==> config.mk <==
export PLATFORM = sky130hd
export DESIGN_NAME = regfile_fault_campaign_ctrl
export DESIGN_NICKNAME = d
export VERILOG_FILES = /design/src/rtl/regfile_fault_campaign_ctrl.sv
export SDC_FILE = /design/constraint.sdc
export NUM_CORES = 1
export LEC_CHECK = 0
export CELL_PAD_IN_SITES_DETAIL_PLACEMENT = 0
export CELL_PAD_IN_SITES_GLOBAL_PLACEMENT = 1
export CORE_MARGIN = 2
export CORE_UTILIZATION = 36
export DETAILED_ROUTE_END_ITERATION = 7
export PLACE_DENSITY_LB_ADDON = 0.25
export SETUP_SLACK_MARGIN = 0.15
export SYNTH_ARGS = -nofsm -noshare
export SYNTH_HDL_FRONTEND = slang
export SYNTH_SLANG_ARGS = --single-unit
==> constraint.sdc <==
create_clock -name clk -period 4.05 [get_ports clk]
set_clock_uncertainty 0.15 [all_clocks]
set_input_delay 0.81 -clock clk [delete_from_list [all_inputs] [get_ports clk]]
set_output_delay 0.81 -clock clk [all_outputs]
set_load 0.03 [all_outputs]
==> src/rtl/regfile_fault_campaign_ctrl.sv <==
// Fault-injection campaign sequencer: fill regfile, arm fault, read back, count mismatches.
// Optional REGFILE_CAMPAIGN_LOG_EN adds first-mismatch capture outputs.
module regfile_fault_campaign_ctrl #(
    parameter int unsigned NREGS   = 32,
    parameter int unsigned DW      = 32,
    parameter int unsigned AW      = 5,
    parameter logic [31:0] PATTERN = 32'hA5A5_A5A5,
    parameter bit          R0_ZERO = 1'b1
) (
    input  logic          clk,
    input  logic          rst_n,
    input  logic          start,
    input  logic          cfg_fault_en,
    input  logic [1:0]    cfg_fault_type,
    input  logic [AW-1:0] cfg_fault_addr,
    input  logic [DW-1:0] cfg_fault_mask,
    output logic          busy,
    output logic          done,
    output logic          pass,
    output logic [AW:0]   err_count,
    output logic          rf_we,
    output logic [AW-1:0] rf_waddr,
    output logic [DW-1:0] rf_wdata,
    output logic [AW-1:0] rf_raddr,
    input  logic [DW-1:0] rf_rdata,
    output logic          rf_fault_enable,
    output logic [AW-1:0] rf_fault_addr,
    output logic [DW-1:0] rf_fault_mask,
    output logic [1:0]    rf_fault_type
`ifdef REGFILE_CAMPAIGN_LOG_EN
    ,
    output logic          first_err_valid,
    output logic [AW-1:0] first_err_addr,
    output logic [DW-1:0] first_err_data
`endif
);

    typedef enum logic [2:0] {IDLE, WRITE, READ, CMP, DONE} state_t;

    localparam logic [AW-1:0] LAST = AW'(NREGS - 1);
    localparam logic [DW-1:0] PAT  = DW'(PATTERN);

    function automatic logic [DW-1:0] expected(input logic [AW-1:0] i);
        if (R0_ZERO && (i == '0)) return '0;
        return PAT ^ DW'(i);
    endfunction

    state_t        state_q, state_d;
    logic [AW-1:0] idx_q, idx_d;
    logic          cen_q, cen_d;
    logic [1:0]    ctype_q, ctype_d;
    logic [AW-1:0] caddr_q, caddr_d;
    logic [DW-1:0] cmask_q, cmask_d;
    logic          busy_q, busy_d, done_q, done_d, pass_q, pass_d;
    logic [AW:0]   err_q, err_d;
    logic          we_q, we_d;
    logic [AW-1:0] waddr_q, waddr_d, raddr_q, raddr_d;
    logic [DW-1:0] wdata_q, wdata_d;
    logic          fen_q, fen_d;
    logic [AW-1:0] faddr_q, faddr_d;
    logic [DW-1:0] fmask_q, fmask_d;
    logic [1:0]    ftype_q, ftype_d;
    logic          fev_q, fev_d;
    logic [AW-1:0] fea_q, fea_d;
    logic [DW-1:0] fed_q, fed_d;

    always_comb begin
        state_d = state_q;
        idx_d   = idx_q;
        cen_d   = cen_q;
        ctype_d = ctype_q;
        caddr_d = caddr_q;
        cmask_d = cmask_q;
        busy_d  = busy_q;
        done_d  = 1'b0;
        pass_d  = pass_q;
        err_d   = err_q;
        we_d    = 1'b0;
        waddr_d = waddr_q;
        wdata_d = wdata_q;
        raddr_d = raddr_q;
        fen_d   = 1'b0;
        faddr_d = '0;
        fmask_d = '0;
        ftype_d = '0;
        fev_d   = fev_q;
        fea_d   = fea_q;
        fed_d   = fed_q;
        case (state_q)
            IDLE: begin
                if (start) begin
                    cen_d   = cfg_fault_en;
                    ctype_d = cfg_fault_type;
                    caddr_d = cfg_fault_addr;
                    cmask_d = cfg_fault_mask;
                    err_d   = '0;
                    pass_d  = 1'b0;
                    busy_d  = 1'b1;
                    idx_d   = '0;
                    we_d    = 1'b1;
                    waddr_d = '0;
                    wdata_d = expected('0);
                    fev_d   = 1'b0;
                    fea_d   = '0;
                    fed_d   = '0;
                    state_d = WRITE;
                end
            end
            WRITE: begin
                if (idx_q == LAST) begin
                    idx_d   = '0;
                    raddr_d = '0;
                    fen_d   = cen_q;
                    faddr_d = caddr_q;
                    fmask_d = cmask_q;
                    ftype_d = ctype_q;
                    state_d = READ;
                end else begin
                    idx_d   = idx_q + 1'b1;
                    we_d    = 1'b1;
                    waddr_d = idx_q + 1'b1;
                    wdata_d = expected(idx_q + 1'b1);
                end
            end
            READ: begin
                fen_d   = cen_q;
                faddr_d = caddr_q;
                fmask_d = cmask_q;
                ftype_d = ctype_q;
                state_d = CMP;
            end
            CMP: begin
                // raddr is held through CMP, so sampling here suits 0- or 1-cycle read latency
                if (rf_rdata != expected(idx_q)) begin
                    if (err_q != '1) err_d = err_q + 1'b1;
                    if (!fev_q) begin
                        fev_d = 1'b1;
                        fea_d = idx_q;
                        fed_d = rf_rdata;
                    end
                end
                if (idx_q == LAST) begin
                    done_d  = 1'b1;
                    busy_d  = 1'b0;
                    pass_d  = (err_d == '0);
                    state_d = DONE;
                end else begin
                    idx_d   = idx_q + 1'b1;
                    raddr_d = idx_q + 1'b1;
                    fen_d   = cen_q;
                    faddr_d = caddr_q;
                    fmask_d = cmask_q;
                    ftype_d = ctype_q;
                    state_d = READ;
                end
            end
            DONE:    state_d = IDLE;
            default: state_d = IDLE;
        endcase
    end

    always_ff @(posedge clk or negedge rst_n) begin
        if (!rst_n) begin
            state_q <= IDLE;
            idx_q   <= '0;
            cen_q   <= 1'b0;
            ctype_q <= '0;
            caddr_q <= '0;
            cmask_q <= '0;
            busy_q  <= 1'b0;
            done_q  <= 1'b0;
            pass_q  <= 1'b0;
            err_q   <= '0;
            we_q    <= 1'b0;
            waddr_q <= '0;
            wdata_q <= '0;
            raddr_q <= '0;
            fen_q   <= 1'b0;
            faddr_q <= '0;
            fmask_q <= '0;
            ftype_q <= '0;
            fev_q   <= 1'b0;
            fea_q   <= '0;
            fed_q   <= '0;
        end else begin
            state_q <= state_d;
            idx_q   <= idx_d;
            cen_q   <= cen_d;
            ctype_q <= ctype_d;
            caddr_q <= caddr_d;
            cmask_q <= cmask_d;
            busy_q  <= busy_d;
            done_q  <= done_d;
            pass_q  <= pass_d;
            err_q   <= err_d;
            we_q    <= we_d;
            waddr_q <= waddr_d;
            wdata_q <= wdata_d;
            raddr_q <= raddr_d;
            fen_q   <= fen_d;
            faddr_q <= faddr_d;
            fmask_q <= fmask_d;
            ftype_q <= ftype_d;
            fev_q   <= fev_d;
            fea_q   <= fea_d;
            fed_q   <= fed_d;
        end
    end

    assign busy            = busy_q;
    assign done            = done_q;
    assign pass            = pass_q;
    assign err_count       = err_q;
    assign rf_we           = we_q;
    assign rf_waddr        = waddr_q;
    assign rf_wdata        = wdata_q;
    assign rf_raddr        = raddr_q;
    assign rf_fault_enable = fen_q;
    assign rf_fault_addr   = faddr_q;
    assign rf_fault_mask   = fmask_q;
    assign rf_fault_type   = ftype_q;

`ifdef REGFILE_CAMPAIGN_LOG_EN
    assign first_err_valid = fev_q;
    assign first_err_addr  = fea_q;
    assign first_err_data  = fed_q;
`else
    logic unused_log;
    assign unused_log = ^{fev_q, fea_q, fed_q};
`endif

endmodule

==> flow_metrics.py <==
metrics = {
    "critical_path": {
        "path_cells": "clkdlybuf4s50_1, or4_1, or4_4, o31a_4, and2_4, a311oi_1",
        "cp_slowest_cell": "or4_1",
        "cp_max_fo": 8,
        "critical-path-max-stage-delay_ns": 0.53,
        "reg2regPathDepth": 8,
        "end_kind": "flip-flop",
        "critical_path_class": "input pin to flip-flop",
        "cp.required_ns": 4.15,
        "cp.arrival_ns": 3.05,
        "critPathLaunchType": "input pin",
    },
    "power": {
        "vdd_drop_max_mv": 0.247,
        "power_w": 0.00443,
        "leakage_nw": 3.05,
        "powerDensity_nw_per_um2": 681,
    },
    "cells_and_area": {
        "final_common_cell": "clkdlybuf4s50_1",
        "antenna_cells": 0,
        "drive_gt1_share_pct": 4.55,
        "multi_input_area_um2": 1630,
        "regArea_um2": 2800,
        "syn2layout_area_growth_pct": 39.1,
        "layout_common_cells": "clkdlybuf4s50_1 (152), nand2_1 (147), dfrtp_1 (112)",
        "fill_cells": 1192,
        "layout.nets": 671,
        "finalNonFillerCells": 766,
    },
    "clocking": {
        "postCtsSetupRepairBufs": 0,
        "clock_latency_ns": 0.34,
        "cts_hold_buf": 0,
        "h-tree-depth": 3,
        "cts_resized": 0,
        "cts_tree": "built",
        "cts_root_buf": "clkbuf_16",
        "clk_pin_slew_ns": 0.07,
        "clock_path_buffers": 2,
        "cts_buffers": 9,
        "cts.sinks": 112,
    },
    "global_routing": {
        "grt_overflow": 0,
        "track_usage_pct": 15.4,
        "grt_max_degree": 63,
        "grt_pass1_vias": 3398,
        "antenna_found_initial": 0,
        "grt_pass1_wl_mm": 17.3,
    },
    "die": {
        "fp-row-count": 41,
        "dieArea_um2": 13900,
        "fp.dieH_um": 118,
        "die_x_um": 118,
        "core_area_um2": 12700,
        "initial_core_util_pct": 36.9,
        "ioPinCount": 167,
    },
    "place": {
        "gp_congestion": 0.810,
        "dp_cells": 753,
        "post-dp-hpwl_mm": 7.31,
        "port_buffers": 153,
    },
    "timing": {
        "slew_headroom_pct": 42.6,
        "tns_ns": 0,
        "fmax_mhz": 338,
        "final_hold_viol_count": 0,
        "period_needed_ns": 2.95,
        "worst_pin_slew_ns": 0.861,
        "final-setup-viol-count": 0,
        "period_share_pct": 72.9,
        "grt_setup_unrepaired": "no",
        "drv_slew": 0,
    },
    "synth": {
        "ys_seq_area_share_pct": 59.9,
        "synthFlopType": "dfrtp_1",
        "synth_edf_count": 0,
        "netlist_area_um2": 4680,
        "ys_warn_count": 0,
        "synth-seq-cells": 112,
        "syn-instance-count": 459,
        "ys_types": 44,
        "async_reset_ff_share_pct": 100,
        "avgSynthCellArea_um2": 10.2,
    },
    "drt": {
        "vias": 3499,
        "drt-total-wl_mm": 10.5,
        "drc": 0,
        "wl_per_cell_um": 13.8,
        "vias_per_cell": 4.57,
        "firstDrtPassIters": 4,
        "drt-initial-drc-count": 192,
        "antenna_left": 0,
    },
    "min_path": {
        "hold_depth": 2,
        "holdCritPathClass": "flip-flop to flip-flop",
    },
    "flow_run": {
        "drv_cap": 0,
    },
    "run_status": {
        "status": "complete, no violations",
    },
}
cells in the mapped netlist (2+ instances only):
cell type	instances	area share (%)
nor4_1	6	0.80
clkbuf_1	17	1.4
o21ai_0	8	0.86
a311oi_1	2	0.37
buf_4	28	4.5
dfrtp_1	112	60
xor2_1	5	0.94
nand3_1	7	0.75
nand2_1	147	12
a22o_1	10	1.9
a21oi_1	5	0.53
xnor2_1	5	0.94
o31ai_1	2	0.32
ha_1	4	1.1
or3_1	2	0.27
nand4_1	4	0.53
inv_1	5	0.40
o21ai_1	2	0.21
nand2b_1	2	0.27
and3_1	4	0.53
and2_1	40	5.3
nor2_1	11	0.88
nor3_1	5	0.53
mux2i_1	3	0.64
a21o_1	4	0.64
routing by layer:
metal	track usage, %	vias to the layer above	share of wire (%)
met2	25.1	109	48
met4	5.20	0	1.3
met3	3.63	11	5.6
met1	20.2	1666	46
li1	-	1713	-
met5	0	-	0
cell families after synthesis:
kind of cell             Yosys count  synth area share, %
adder cells (fa/ha/maj)            4                 1.07
AO/OA/AOI/OAI                     39                 6.15
other                              1               0.0801
flip-flops                       112                 59.9
buffers and inverters             51                 6.36
multiplexers                       3                0.642
XOR/XNOR                          10                 1.87
AND/OR/NAND/NOR                  239                 23.9
metrics by stage:
stage	setup slack [ns]	cell area [um^2]	hold WS, ns	util [%]
4_1_cts	1.10	6510	0.321	51.4
5_1_grt	1.05	6510	0.338	51.4
3_5_place_dp	0.713	6230	0.304	49.2
6_report	1.10	6510	0.315	51.4
2_1_floorplan	1.22	4720	0.287	-
3_3_place_gp	0.765	6230	0.299	49.2
sequential cells by signal (all words and copies together), names as in the netlist:
name / count
ctype_q: 2
rf_fault_addr: 5
pass: 1
rf_we: 1
rf_fault_type: 2
busy: 1
rf_fault_enable: 1
rf_fault_mask: 32
rf_raddr: 5
cmask_q: 32
cen_q: 1
rf_waddr: 3
err_count: 6
idx_q: 5
done: 1
caddr_q: 5
state_q: 3
rf_wdata: 6
power breakdown:
group / switching, W / total [W] / internal [W]
Combinational: 0.00104 / 0.00182 / 0.000777
Sequential: 0.000264 / 0.00177 / 0.00151
Clock: 0.000372 / 0.000842 / 0.000471
Total: 0.00168 / 0.00443 / 0.00275
worst max-delay path: cells and delay by family:
| family | cells | cell delay (ns) |
|---|---|---|
| AND/OR/NAND/NOR | 3 | 1.22 |
| AO/OA/AOI/OAI | 2 | 0.64 |
| buffers and inverters | 1 | 0.39 |
final timing paths:
| path | start | end | slack, ns |
|---|---|---|---|
| setup / recovery | rf_rdata[14] | err_count[2] | 1.10 |
| hold / removal | cmask_q[22] | cmask_q[22] | 0.32 |
| setup reg to reg | idx_q[0] | pass | 1.32 |
| hold reg to reg | cmask_q[22] | cmask_q[22] | 0.32 |
| max in group asynchronous | rst_n | rf_fault_mask[15] | 2.65 |
| min in group asynchronous | rst_n | done | 0.34 |
final cells by class:
type | instances | area share [%]
sequential | 112 | 43.1
multi-input combinational | 308 | 25.1
timing repair buffer | 156 | 24.0
clock buffer | 10 | 3.52
tap | 172 | 3.31
clock inverter | 3 | 0.711
inverter | 5 | 0.288
Note: power is estimated with default switching activity, not from simulation.
